[config.mk]
export PLATFORM = sky130hd
export DESIGN_NAME = paddle_input
export DESIGN_NICKNAME = d
export VERILOG_FILES = /design/src/rtl/paddle_input.sv
export SDC_FILE = /design/constraint.sdc
export NUM_CORES = 1
export LEC_CHECK = 0
export ABC_AREA = 1
export BUFFER_PORTS_ARGS = -buffer_cell sky130_fd_sc_hd__clkbuf_2
export CAP_MARGIN = 0
export CORE_ASPECT_RATIO = 0.9
export CORE_MARGIN = 4
export CORE_UTILIZATION = 30
export DETAILED_ROUTE_END_ITERATION = 8
export PLACE_DENSITY_LB_ADDON = 0.15
export RECOVER_POWER = 50
export SYNTH_ARGS = -nofsm -noshare
export SYNTH_HDL_FRONTEND = slang
export SYNTH_SLANG_ARGS = --single-unit
[constraint.sdc]
create_clock -name clk -period 2 [get_ports clk]
set_clock_uncertainty 0.05 [all_clocks]
set_input_delay 0.4 -clock clk [delete_from_list [all_inputs] [get_ports clk]]
set_output_delay 0.4 -clock clk [all_outputs]
set_load 0.01 [all_outputs]
[src/rtl/paddle_input.sv]
// -----------------------------------------------------------------------------
// paddle_input
//
// Turns one player's two raw paddle buttons into single-cycle move pulses for
// the paddle position register. That register steps once per clock while its
// up/down input is high, so this block only ever emits one-cycle pulses and
// never levels.
//
// Each button is synchronised (two flops) and then debounced. A small move
// state machine pulses once on press. With auto-repeat enabled it then keeps
// pulsing while the button is held: the first repeat comes REPEAT_DELAY
// cycles after the first pulse, and later repeats are REPEAT_PERIOD apart.
//
// Configuration macro:
//   PADDLE_AUTOREPEAT_EN  defined   -> press pulse plus auto-repeat
//                         undefined -> exactly one pulse per debounced press;
//                                      the REPEAT state and repeat counter are
//                                      not built
//
// Parameters:
//   DEBOUNCE_CYCLES  cycles the synchronised input must differ from the
//                    debounced level before that level flips
//   REPEAT_DELAY     cycles from the first pulse to the first repeat
//   REPEAT_PERIOD    cycles between later repeats
//   CNT_W            counter width; must hold the largest of the three counts
//
// Ports:
//   clk          in   system clock
//   reset        in   synchronous, active-high
//   btn_up_in    in   raw up button (asynchronous, active-high)
//   btn_down_in  in   raw down button (asynchronous, active-high)
//   up           out  one-cycle move-up pulse (registered)
//   down         out  one-cycle move-down pulse (registered)
//   up_held      out  debounced up level (registered)
//   down_held    out  debounced down level (registered)
// -----------------------------------------------------------------------------
module paddle_input #(
    parameter int DEBOUNCE_CYCLES = 500000,
    parameter int REPEAT_DELAY    = 12500000,
    parameter int REPEAT_PERIOD   = 2500000,
    parameter int CNT_W           = 24
) (
    input  logic clk,
    input  logic reset,
    input  logic btn_up_in,
    input  logic btn_down_in,
    output logic up,
    output logic down,
    output logic up_held,
    output logic down_held
);

    // Move state machine encoding
    localparam logic [1:0] IDLE   = 2'd0;
    localparam logic [1:0] DELAY  = 2'd1;
`ifdef PADDLE_AUTOREPEAT_EN
    localparam logic [1:0] REPEAT = 2'd2;
`endif

    localparam logic [CNT_W-1:0] DB_LAST = CNT_W'(DEBOUNCE_CYCLES - 1);
`ifdef PADDLE_AUTOREPEAT_EN
    localparam logic [CNT_W-1:0] RD_LAST = CNT_W'(REPEAT_DELAY - 1);
    localparam logic [CNT_W-1:0] RP_LAST = CNT_W'(REPEAT_PERIOD - 1);
`endif

    // Index 0 is the up button, index 1 the down button.
    logic [1:0]       raw;
    logic [1:0]       s1;
    logic [1:0]       s2;
    logic [1:0]       held;
    logic [CNT_W-1:0] db_cnt [2];

    assign raw = {btn_down_in, btn_up_in};

    // -------------------------------------------------------------------------
    // Synchroniser and debounce. The counter only runs while the synchronised
    // input disagrees with the debounced level; any agreement clears it, so a
    // glitch shorter than DEBOUNCE_CYCLES cycles never flips the level.
    // -------------------------------------------------------------------------
    always_ff @(posedge clk) begin
        if (reset) begin
            s1   <= 2'b00;
            s2   <= 2'b00;
            held <= 2'b00;
            for (int i = 0; i < 2; i++) begin
                db_cnt[i] <= '0;
            end
        end else begin
            s1 <= raw;
            s2 <= s1;
            for (int i = 0; i < 2; i++) begin
                if (s2[i] == held[i]) begin
                    db_cnt[i] <= '0;
                end else if (db_cnt[i] == DB_LAST) begin
                    held[i]   <= s2[i];
                    db_cnt[i] <= '0;
                end else begin
                    db_cnt[i] <= db_cnt[i] + 1'b1;
                end
            end
        end
    end

    assign up_held   = held[0];
    assign down_held = held[1];

    // -------------------------------------------------------------------------
    // Move state machine. dir: 0 = up, 1 = down.
    // A move in progress aborts when its own button is released or the other
    // button becomes held; with both held IDLE issues nothing, and releasing
    // one of them lets IDLE start a fresh press in the remaining direction.
    // -------------------------------------------------------------------------
    logic [1:0] state;
    logic       dir;
    logic       abort;

`ifdef PADDLE_AUTOREPEAT_EN
    logic [CNT_W-1:0] rc;
`endif

    assign abort = dir ? (!held[1] || held[0]) : (!held[0] || held[1]);

    always_ff @(posedge clk) begin
        if (reset) begin
            state <= IDLE;
            dir   <= 1'b0;
            up    <= 1'b0;
            down  <= 1'b0;
`ifdef PADDLE_AUTOREPEAT_EN
            rc    <= '0;
`endif
        end else begin
            // Pulses are one cycle wide unless re-asserted below.
            up   <= 1'b0;
            down <= 1'b0;
            case (state)
                IDLE: begin
                    if (held[0] ^ held[1]) begin
                        dir   <= held[1];
                        up    <= held[0];
                        down  <= held[1];
                        state <= DELAY;
`ifdef PADDLE_AUTOREPEAT_EN
                        rc    <= '0;
`endif
                    end
                end
                DELAY: begin
                    if (abort) begin
                        state <= IDLE;
`ifdef PADDLE_AUTOREPEAT_EN
                        rc    <= '0;
                    end else if (rc == RD_LAST) begin
                        up    <= ~dir;
                        down  <= dir;
                        rc    <= '0;
                        state <= REPEAT;
                    end else begin
                        rc    <= rc + 1'b1;
`endif
                    end
                end
`ifdef PADDLE_AUTOREPEAT_EN
                REPEAT: begin
                    if (abort) begin
                        state <= IDLE;
                        rc    <= '0;
                    end else if (rc == RP_LAST) begin
                        up    <= ~dir;
                        down  <= dir;
                        rc    <= '0;
                    end else begin
                        rc    <= rc + 1'b1;
                    end
                end
`endif
                default: begin
                    state <= IDLE;
                end
            endcase
        end
    end

endmodule

# Yosys cells after proc, flatten, opt, wreduce, memory -nomap -nowiden
# Memories as Yosys holds them, arrays and structs flattened.
# Index checks and enable logic that the tools add are counted.
[op_classes]
n_addsub = 2
mul = 0
n_div = 0
n_lt_le_gt_ge = 0
n_eq_ne = 7
n_shift = 0
mux = 34
bitwise_logic = 11
reduce_logical = 10
[ops]
columns = ["operator", "n"]
rows = [
  ["two-way mux 24 bit", 6],
  ["adder 24 x 1 -> 24 bit (second input constant)", 2],
  ["== test 24 x 19 -> 1 bit (second input constant)", 2],
  ["two-way mux 1 bit", 25],
  ["AND reduction 2 bit", 4],
  ["OR 1 bit", 6],
  ["two-way mux 2 bit", 2],
  ["inequality test 2 bit (second input constant)", 2],
  ["NOT 1 bit", 4],
  ["case mux 2 bit (2 select lines)", 1],
  ["OR reduction 3 bit", 1],
  ["== test 1 bit", 2],
  ["== test 2 x 1 -> 1 bit (second input constant)", 1],
  ["logical NOT 1 bit", 2],
  ["logical NOT 2 bit", 1],
  ["logical OR 1 bit", 2],
  ["bitwise XOR 1 bit", 1],
]
[totals]
reg_bits = 11
latch_bits = 0
ramBits = 48
romBits = 0
input_bits = 4
output_inout_bits = 4
word_cells = 73
n_memories = 1
[memory_table]
columns = ["name", "depth", "width", "rd", "rd_ports_with_merged_regs", "write_ports", "line", "rtl"]
rows = [
  ["db_cnt", 2, 24, 2, 0, 2, "71", "logic [CNT_W-1:0] db_cnt [2];"],
]

# Depth between registers and ports, before layout
[logic_depth]
word_depth = 7
depth_mapped = 9
depth_no_buf = 9

# Worst setup path after synthesis
# OpenSTA, ideal clock, no wires.
[synth_timing]
path_type = "reg2reg"
from = "mem db_cnt[0][0]"
to = "mem db_cnt[0][16], data pin"
setup_time_ns = 0.254
arrival_time_ns = 1.270
t_required_ns = 1.696
slack_ns = 0.426
stages_incl_launch_ff = 8
path_buffers = 1
synth_period_minus_slack_ns = 1.574
path_cell_list = "edfxtp_1 > ha_1 > nand3_4 > nor3_2 > nand2_1 > nand2_2 > buf_6 > nor2_1"
[synth_rtl]
columns = ["element", "line"]
rows = [
  ["start, declared", "71"],
]

==> results.yml <==
job:
  maxCapViolations: 0
placement:
  io_buffers: 7
  dp.cells: 616
  finalWeightedCongestion: 0.804
  dp_hpwl_mm: 5.04
cts:
  cts_made_buffers: 9
  clock_sink_count: 58
  cts_root_buf: "clkbuf_16"
  hold_buffers: 0
  cts.htree.levels: 3
  clkTransAtPathRegs_ns: 0.05
  clkLatencyLatePin_ns: 0.33
  cts_setup_buffers: 0
  clockBufferDepth: 2
  cts_tree: "yes"
  cts_resized: 0
route:
  vias: 2621
  ant_nets: 0
  drt-initial-drc-count: 113
  wire_per_inst_um: 10.7
  dr_wl_met2_mm: 3.06
  maxUsedRoutingLayer: "met4"
  drc: 0
  wl_met1_mm: 3.31
  dr.pass1.iters: 4
  met3_wirelength_um: 247
  wl_mm: 6.76
  via_per_inst: 4.15
power:
  powerDensity_nw_per_um2: 798
  power.leakage_nw: 1.57
  peakVddDrop_uv: 448
global_route:
  grt_pass1_wl_mm: 12.3
  grt_pass1_vias: 2702
  track_usage_pct: 12.1
  grt_max_degree: 25
  antenna_found_initial: 0
  grt_overflow: 0
final_layout:
  mostFrequentLayoutCell: "nor2_1"
  area_delta_synth_final_pct: 22.4
  final_cells: 632
  antenna_cells: 0
  final_layout_size_suffix_gt1_share_pct: 6.88
  layout_common_cells: "nor2_1, nand2_1, edfxtp_1, conb_1, inv_1"
  nets: 483
logic_synthesis:
  synth_area_um2: 3340
  synth_top_family_by_area: "simple AND/OR/NAND/NOR gates"
  synth_adder_area_share_pct: 1.50
  ys_seq_area_share_pct: 49.1
  postSynth.asyncResetShare_pct: 0
  muxShareOfSynthArea_pct: 0
  synth_area_per_cell_um2: 8.13
  yosysTopAreaCell: "edfxtp_1"
  synth_top_flop_cell: "edfxtp_1"
  ys_ff_latch: 58
  yosysWarnings: 0
  synth_cells: 411
  ys_top_cells_by_area: "edfxtp_1, nor2_1, nand2_1, dfxtp_1, xor2_1"
  synth_edf_count: 48
  synthXorXnorAreaFrac_pct: 6.81
  synth_compound_area_share_pct: 4.08
  yosysTopAreaCellShare_pct: 43.1
  synthDistinctLibCells: 28
  synthSimpleGateAreaFrac_pct: 33.1
die:
  boundaryPins: 8
  die_area_um2: 12900
  start_util_pct: 30.8
  num_rows: 36
  dieHeight_um: 108
  die_width_um: 119
  core-area_um2: 10900
timing:
  setup_viol: 0
  drv_slew: 0
  min_period_ns: 1.77
  grt_setup_unrepaired: "false"
  max_freq_mhz: 566
  setup_tns_ns: 0
  final.period_utilization_pct: 88.4
  hold_viol: 0
outcome:
  outcome: "complete, no violations"
setup_path:
  worstSetupStartpointType: "flip-flop"
  required_ns: 2.03
  crit_top_cell: "nand2_1"
  path_class: "reg2reg"
  setup.worst_path.end_class: "flip-flop"
  cp_cell_sequence: "ha_1 -> nand3_4 -> nor3_1 -> nand2_1 -> nand2_1 -> buf_12 -> nor2_1"
  cp_max_fo: 24
  r2r_cells: 7
  crit_arrival_ns: 1.80
  slowest_delay_ns: 0.38
  critical_path.slowest_cell: "edfxtp_1"
min_path:
  hold_class: "in2reg"
  min_path_cells: 3
[cell usage after synthesis (2+ instances only)]
cell and number:
nor2_1 111, or2_2 2, nand3_2 3, buf_6 3, nand2_1 101, nand2_2 3, o21ai_0 4, dfxtp_1 10
nor2_4 3, a21oi_1 10, edfxtp_1 48, nand4_1 2, xnor2_1 8, inv_1 36, nand3_1 24, nor3_2 2
xor2_1 18, nand3b_1 3, ha_1 4, o21bai_1 8
[flip-flops by register name, indices dropped and copies added (netlist names)]
name / cells
held: 2
state: 1
db_cnt: 48
s2: 2
up: 1
down: 1
s1: 2
dir: 1
[worst paths after layout]
| kind | from | end | slack [ns] |
|---|---|---|---|
| worst max-delay path | db_cnt[0][0] | db_cnt[0][14] | 0.23 |
| worst min-delay path | btn_up_in | s1[0] | 0.21 |
| worst min register to register | s1[0] | s2[0] | 0.36 |
| worst max register to register | db_cnt[0][0] | db_cnt[0][14] | 0.23 |
[stage by stage]
stage	hold WS (ns)	power (mW)	util [%]	worst slack, ns	area [um2]
final	0.215	3.27	37.7	0.232	4090
after detailed placement	0.350	1.54	34.6	0.243	3750
after floorplan	0.338	1.51	-	0.426	3520
after global placement	0.347	1.54	34.6	0.280	3750
after global routing	0.229	3.41	37.7	0.0554	4090
after CTS	0.204	3.32	37.8	0.237	4110
[kinds of logic after synthesis]
logic type	Yosys count
compound gates	23
xor+xnor	26
fa+ha+maj	4
buf+inv	40
flops	58
other cells	1
simple gates	259
[final cells by class]
type,instances,area [um2]
Sequential cell,58,1640
Clock buffer,14,339
Inverter,36,135
Multi-Input combinational cell,360,1690
Fill cell,1176,6760
Tap cell,152,190
Clock inverter,2,17.5
Timing Repair Buffer,10,76.3
[routing by layer]
| metal | GRT usage [%] | vias to the layer above |
|---|---|---|
| met5 | 0 | - |
| met4 | 4.63 | 0 |
| met3 | 4.39 | 12 |
| met2 | 19.7 | 31 |
| met1 | 14.8 | 1173 |
| li1 | - | 1405 |
[worst max-delay path, delay by kind of cell (launching register included)]
kind	cells	cell delay, ns
buffers and inverters	1	0.18
adder cells (fa/ha/maj)	1	0.24
AND/OR/NAND/NOR	5	0.69
flip-flops	1	0.38
[where the power goes]
group | switching [mW] | internal [mW] | total [mW]
Clock | 0.567 | 1.18 | 1.75
Combinational | 0.0731 | 0.0433 | 0.116
Sequential | 0.0487 | 1.35 | 1.40
Total | 0.689 | 2.58 | 3.27
No activity file was read; power rests on OpenSTA's default activity.
